`src/rtl/inference_sequencer.sv`:
```
// Runs one rank-order-coded inference at a time: launches the encoder, takes the first
// in-range output spike as the winning class (or times out), drains the encoder, reports.
//   state       | meaning
//   IDLE        | waiting for START/CONTINUOUS with an image loaded and encoder idle
//   LAUNCH      | one-cycle NEW_IMAGE pulse, counter and winner cleared
//   WAIT_ACCEPT | waiting for the encoder to drop RDY; timeout still counts
//   RUN         | capture armed; first class spike or timeout decides
//   DRAIN       | INFERENCE_RDY held until the encoder is idle again
//   DONE        | result published, image released, count bumped
module inference_sequencer #(
  parameter int TIMEOUT_CYCLES = 65535,
  parameter int TIMEOUT_BITS   = $clog2(TIMEOUT_CYCLES + 1),
  parameter int N_CLASSES      = 10,
  parameter int CLASS_BITS     = 4
) (
  input  logic                  CLK,
  input  logic                  RST,
  input  logic                  START,
  input  logic                  CONTINUOUS,
  input  logic                  IMAGE_VALID,
  output logic                  IMAGE_CONSUMED,
  input  logic                  ENCODER_RDY,
  output logic                  NEW_IMAGE,
  output logic                  INFERENCE_RDY,
  input  logic                  SPIKE_VALID,
  input  logic [CLASS_BITS-1:0] SPIKE_ID,
  output logic                  BUSY,
  output logic [CLASS_BITS-1:0] RESULT,
  output logic                  RESULT_VALID,
  output logic                  TIMEOUT,
  output logic [15:0]           IMAGE_COUNT
);

  typedef enum logic [2:0] {
    S_IDLE, S_LAUNCH, S_WAIT_ACCEPT, S_RUN, S_DRAIN, S_DONE
  } state_t;

  localparam logic [TIMEOUT_BITS-1:0] TERM_CNT  = TIMEOUT_BITS'(TIMEOUT_CYCLES - 1);
  localparam logic [CLASS_BITS-1:0]   N_CLS     = CLASS_BITS'(N_CLASSES);

  state_t                  state_q, state_d;
  logic [TIMEOUT_BITS-1:0] cnt_q, cnt_d;
  logic [CLASS_BITS-1:0]   winner_q, winner_d;
  logic                    flag_q, flag_d;
  logic [CLASS_BITS-1:0]   result_q, result_d;
  logic                    timeout_q, timeout_d;
  logic [15:0]             count_q, count_d;
  logic                    new_image_q, inf_rdy_q, done_q;

  logic [TIMEOUT_BITS-1:0] cnt_inc;
  logic                    at_term;
  logic                    spike_hit;

  assign cnt_inc   = (cnt_q == '1) ? cnt_q : cnt_q + 1'b1;
  assign at_term   = (cnt_q == TERM_CNT);
  assign spike_hit = SPIKE_VALID && (SPIKE_ID < N_CLS);

  always_comb begin
    state_d   = state_q;
    cnt_d     = cnt_q;
    winner_d  = winner_q;
    flag_d    = flag_q;
    result_d  = result_q;
    timeout_d = timeout_q;
    count_d   = count_q;
    case (state_q)
      S_IDLE: begin
        if ((START || CONTINUOUS) && IMAGE_VALID && ENCODER_RDY) state_d = S_LAUNCH;
      end
      S_LAUNCH: begin
        cnt_d    = '0;
        winner_d = '0;
        flag_d   = 1'b0;
        state_d  = S_WAIT_ACCEPT;
      end
      S_WAIT_ACCEPT: begin
        cnt_d = cnt_inc;
        if (at_term) begin
          winner_d = '1;
          flag_d   = 1'b1;
          state_d  = S_DRAIN;
        end else if (!ENCODER_RDY) begin
          state_d = S_RUN;
        end
      end
      S_RUN: begin
        cnt_d = cnt_inc;
        // A spike on the terminal-count cycle still wins over the timeout.
        if (spike_hit) begin
          winner_d = SPIKE_ID;
          flag_d   = 1'b0;
          state_d  = S_DRAIN;
        end else if (at_term) begin
          winner_d = '1;
          flag_d   = 1'b1;
          state_d  = S_DRAIN;
        end
      end
      S_DRAIN: begin
        if (ENCODER_RDY) begin
          result_d  = winner_q;
          timeout_d = flag_q;
          count_d   = count_q + 16'd1;
          state_d   = S_DONE;
        end
      end
      S_DONE:  state_d = S_IDLE;
      default: state_d = S_IDLE;
    endcase
  end

  // Pulse/level outputs come from their own flops so they never glitch on state decode.
  always_ff @(posedge CLK or posedge RST) begin
    if (RST) begin
      state_q     <= S_IDLE;
      cnt_q       <= '0;
      winner_q    <= '0;
      flag_q      <= 1'b0;
      result_q    <= '0;
      timeout_q   <= 1'b0;
      count_q     <= '0;
      new_image_q <= 1'b0;
      inf_rdy_q   <= 1'b0;
      done_q      <= 1'b0;
    end else begin
      state_q     <= state_d;
      cnt_q       <= cnt_d;
      winner_q    <= winner_d;
      flag_q      <= flag_d;
      result_q    <= result_d;
      timeout_q   <= timeout_d;
      count_q     <= count_d;
      new_image_q <= (state_d == S_LAUNCH);
      inf_rdy_q   <= (state_d == S_DRAIN);
      done_q      <= (state_d == S_DONE);
    end
  end

  assign BUSY           = (state_q != S_IDLE);
  assign NEW_IMAGE      = new_image_q;
  assign INFERENCE_RDY  = inf_rdy_q;
  assign RESULT_VALID   = done_q;
  assign IMAGE_CONSUMED = done_q;
  assign RESULT         = result_q;
  assign TIMEOUT        = timeout_q;
  assign IMAGE_COUNT    = count_q;

endmodule

```
`config.mk`:
```
export PLATFORM = sky130hd
export DESIGN_NAME = inference_sequencer
export DESIGN_NICKNAME = d
export VERILOG_FILES = /design/src/rtl/inference_sequencer.sv
export SDC_FILE = /design/constraint.sdc
export NUM_CORES = 1
export LEC_CHECK = 0
export ABC_AREA = 1
export CAP_MARGIN = 20
export CORE_MARGIN = 2
export CORE_UTILIZATION = 49
export CTS_CLUSTER_DIAMETER = 60
export DETAILED_ROUTE_END_ITERATION = 6
export PLACE_DENSITY = 0.8
export SETUP_SLACK_MARGIN = 0.4
export SLEW_MARGIN = 20
export SYNTH_ARGS = -nofsm -noshare
export SYNTH_HDL_FRONTEND = slang
export SYNTH_SLANG_ARGS = --single-unit
```
`constraint.sdc`:
```
create_clock -name CLK -period 1.5 [get_ports CLK]
set_input_delay 0.3 -clock CLK [delete_from_list [all_inputs] [get_ports CLK]]
set_output_delay 0.3 -clock CLK [all_outputs]
set_load 0.02 [all_outputs]
```
Word-level counts from Yosys, hierarchy flattened
Cells that the tools add are included.

Flip-flop bits (word level): 48. Output and inout bits: 26.

Reductions and logical operators: 11. Equality and inequality tests: 10. Muxes and demuxes: 15. Add/subtract/negate cells: 2. $lt $le $gt $ge: 1.

Operator list (count): $add 16x1->16 const B (2); $eq 16x16->1 const B (2); $pmux 16 s2 (1); $mux 3 (6); $mux 16 (1); $pmux 3 s5 (1); $pmux 4 s3 (1); $eq 3x3->1 const B (3); $mux 4 (2); $eq 3x1->1 const B (2); $eq 3x2->1 const B (2); $reduce_bool 3->1 (2); $lt 4x4->1 const B (1); $reduce_and 2->1 (2); $logic_and 1x1->1 (3); $logic_not 3->1 (1); $pmux 1 s3 (1); $mux 1 (2); $ne 2x2->1 const B (1); $reduce_bool 2->1 (1); $reduce_or 2->1 (1); $logic_or 1x1->1 (1).

Longest topological paths before layout
Depth after elaboration: 6. Depth in mapped cells: 10. Mapped depth without buffers: 10.

Worst setup path before layout
Ideal clock, no wire load.

Path type: reg2reg. Start: reg cnt_q[1]. End: reg cnt_q[0]. Period minus slack after synthesis: 1.471 ns. Path slack: 0.029 ns. Path buffers: 1. Arrival: 1.349 ns. Cell stages (with the launch flop): 10. Path through: dfrtp_1 > ha_1 > inv_1 > nor2_2 > nand2_2 > o21ai_1 > nand2_1 > buf_2 > nand3_1 > o21ai_1.

Word-level cells in the longest chain between the ends: 3.

Ends and longest elaborated chain: start, declared (RTL line 42) `logic [TIMEOUT_BITS-1:0] cnt_q, cnt_d;`; start signal, assigned (RTL line 127) `cnt_q <= cnt_d;`; $eq 16x16->1 (RTL line 54) `assign cnt_inc = (cnt_q == '1) ? cnt_q : cnt_q + 1'b1;`; $ne 2x2->1 (no line); $reduce_and 2->1 (no line).

Every way passes these cells. A chain may end at the register's enable or synchronous reset.

Final worst setup path
Start: reg cnt_q[2]. End: reg cnt_q[7].

Word-level cells in the longest chain between the ends: 3. Elaborated cells between the ends (all ways): 6.

Ends and longest elaborated chain (RTL line): $add 16x1->16 / $eq 16x16->1 (equally long branches) (54); $mux 16 / $ne 2x2->1 (equally long branches); $pmux 16 s2 / $reduce_and 2->1 (equally long branches).

Several ways; a longest one is shown, not always the timed one. The select of a mux whose other input is x is not followed.

==> metrics.txt <==
status complete, but fails checks; violated checks setup timing; Sink Count 48; r2r setup slk -0.28 ns; Max Slew Vio Count 0; largest net degree at the start of global routing 49; Final Skew 0.01955 ns; Setup WS pre-CTS -0.2599 ns; post-DR wirelength/cell 20.98 um; GRT overflow 0; IO buf count 36; io pins 37; Reg-to-Reg End cnt_q[7]; clk_lat worst skew 0.33 ns; yosys warns 0; main combinational cell family by area after synthesis simple AND/OR/NAND/NOR gates; worst-case reg-to-reg path depth 7; CTS hold repair buffers 0; critical path's largest stage delay 0.47 ns; Post-Synth Simple-Gate Area 32.27%; DRC Markers 0; first-pass GRT wire length 13120 um; WL met1 3855 um; die height 77.68 um; Clock Pin Slew Worst Setup and Hold Paths 0.11 ns; area growth from synthesis to layout 66.13%; crit share post-route 118.4%; combinational share of power 56.1%; Routed WL 11220 um; initial antenna violation count 0; placed cells 480; DIE WIDTH 77.68 um; vias in the first global route 2814; FF+latch count, synth 48; startpoint types register; CTS tree built; via count 3237; hold crit path type in2async; worst endpoint required time 1.70 ns; footprint of the multi-input gates 0.001684 mm2; mux cell area share after synthesis 0%; DRT iter0 DRCs 447; final worst slack -0.2766 ns; root buffer cell clkbuf_8; Total GRT Usage 27.86%; net count reported at finish 478; post-synthesis compound-gate area fraction 6.350%; most frequent cells in the layout 71 x nand2_1, 56 x buf_4, 39 x buf_6, 34 x inv_1, 33 x dfrtp_1; Via-to-Cell Ratio 6.050; # diodes 0; Placer Congestion 0.9116; Period minus WS final 1.777 ns; most frequent CP cell nand2_1; Critical Path Sink Type register; Critical Path Slowest Stage Cell dfrtp_1; Final Hold Viols 0; ANT nets after route 0; worst path cell trace nand3_1, inv_1, nand2_1, xor2_1, nor2_1, nand2_2, nand2_1; Max Cap Viol 0; core area 0.005172 mm2; DR WL met3 1119 um; worst-margin pin slew 0.4195 ns; Min Hold Slack 0.3695 ns; uppermost layer routed met4; Register Area 0.001220 mm2; internal power 3.736 mW; CTS H-tree lvls 2; Mapped Area 0.002660 mm2; Worst slew margin 71.93%; adder-cell share of the synthesized area 1.411%; count of final setup violators 33; commonest non-fill, non-tap cell in the layout nand2_1; max frequency 562.9 MHz; RSZ-0062 raised after global routing true; VDD IR max 1102 uV; Initial Util 51.43%; Setup CP Type reg2reg; Final Util 85.44%; switching power 2.880 mW; DRT Pass-1 Iters 5; cts bufs inserted 5; Syn Area/Cell 7.578 um2; hpwl dp 4467 um; Sw Ratio 43.53%; Fillers 232; Cell Rows 26; post-synthesis xor/xnor area fraction 6.256%; Max Buffers Root-to-Sink 2; Mapped Nets 365; non-filler instance count after layout 535; Yosys cell types 28; die footprint 0.006034 mm2; Routed met2 length 5446 um; power density cells 1497 mW/mm2; Post-Syn Instances 351; Arr. time, crit path 1.97 ns; worst-path maximum fanout 5; Leakage 2.204 nW; Clock Power Share 15.1%; sequential power share 28.8%; post-synthesis sequential area ratio 45.16%; reg2reg start cnt_q[2]; share of cells above drive strength 1 51.40%
## power groups by stage
stage | Sequential [mW] | Clock (mW) | Combinational [mW]
3_3_place_gp | 1.82 | 0 | 2.04
3_5_place_dp | 1.84 | 0 | 2.07
6_report | 1.91 | 0.998 | 3.71
2_1_floorplan | 2.04 | 0 | 1.04
5_1_grt | 1.93 | 1.04 | 3.84
4_1_cts | 1.84 | 0.952 | 2.76
## cell usage after synthesis
master / count / share of area [%]
and3_1: 1 / 0.24
o21bai_1: 3 / 0.85
clkinv_2: 1 / 0.19
nand3_1: 24 / 4.5
buf_6: 1 / 0.42
nor3_1: 9 / 1.7
xnor2_1: 4 / 1.3
nor4_4: 1 / 0.80
buf_2: 4 / 0.75
dfrtp_1: 48 / 45
nand4_1: 9 / 2.1
inv_1: 47 / 6.6
o21ai_1: 7 / 1.3
nor2_4: 2 / 0.85
nor3b_1: 1 / 0.28
o21ai_0: 9 / 1.7
a21boi_0: 1 / 0.28
nor2_2: 2 / 0.47
a21oi_1: 4 / 0.75
nand2_1: 114 / 16
nand3_2: 1 / 0.38
nand2_2: 2 / 0.47
buf_4: 2 / 0.56
nor2_1: 31 / 4.4
xor2_1: 15 / 4.9
ha_1: 3 / 1.4
o21ai_2: 3 / 0.99
o22ai_1: 2 / 0.47
## worst max-delay path, delay by kind of cell (launching register included)
| family | cells | cell delay [ns] |
|---|---|---|
| buffers and inverters | 1 | 0.19 |
| and+or+nand+nor | 5 | 0.73 |
| xor gates and xnor gates | 1 | 0.27 |
| DFF | 1 | 0.47 |
## kinds of logic after synthesis
| family | count (synthesis) |
|---|---|
| compound gates | 29 |
| fa+ha+maj | 3 |
| xor+xnor | 19 |
| buf+inv | 55 |
| simple gates | 197 |
| flops | 48 |
## routing by layer
layer  up-vias  GRT usage (%)
met5         -              0
met4         0          15.36
met3       101          6.163
met2       291          48.36
met1      1526          31.60
li1       1319              -
## through the flow
step / cell area, um2 / setup TNS (ns) / total power, mW
final: 4419 / -2.496 / 6.617
after global routing: 4419 / -4.556 / 6.808
after CTS: 3961 / -0.02746 / 5.559
after detailed placement: 3435 / -4.075 / 3.911
after global placement: 3435 / -2.911 / 3.864
after floorplan: 2804 / 0 / 3.085
## state kept, by name (all words and copies together) (netlist names)
name,count
IMAGE_COUNT,16
flag_q,1
TIMEOUT,1
INFERENCE_RDY,1
cnt_q,16
NEW_IMAGE,1
IMAGE_CONSUMED,1
RESULT,4
state_q,3
winner_q,4
## worst max path at each step
stage,from,to,cells after the start
5_1_grt,cnt_q[2],cnt_q[7],7
3_3_place_gp,ENCODER_RDY,IMAGE_COUNT[11],9
4_1_cts,state_q[0],BUSY,5
6_report,cnt_q[2],cnt_q[7],7
2_1_floorplan,cnt_q[1],cnt_q[8],10
3_5_place_dp,ENCODER_RDY,IMAGE_COUNT[11],9
## timing repair
item,4_1_cts,5_1_grt
cloned,2,1
buffers inserted,24,20
gates resized for setup,220,73
endpoints found under the setup margin,73,74
pin swaps,22,27
## layout make-up
cell class	count	share of cell area [%]
tap	70	1.982
inverter	48	4.785
clock inverter	2	0.7928
sequential	48	27.60
timing repair buffer	112	24.83
clock buffer	6	1.642
multi-input combinational	248	38.11
timing repair inverter	1	0.2548
Power figures use the tool's default switching activity.
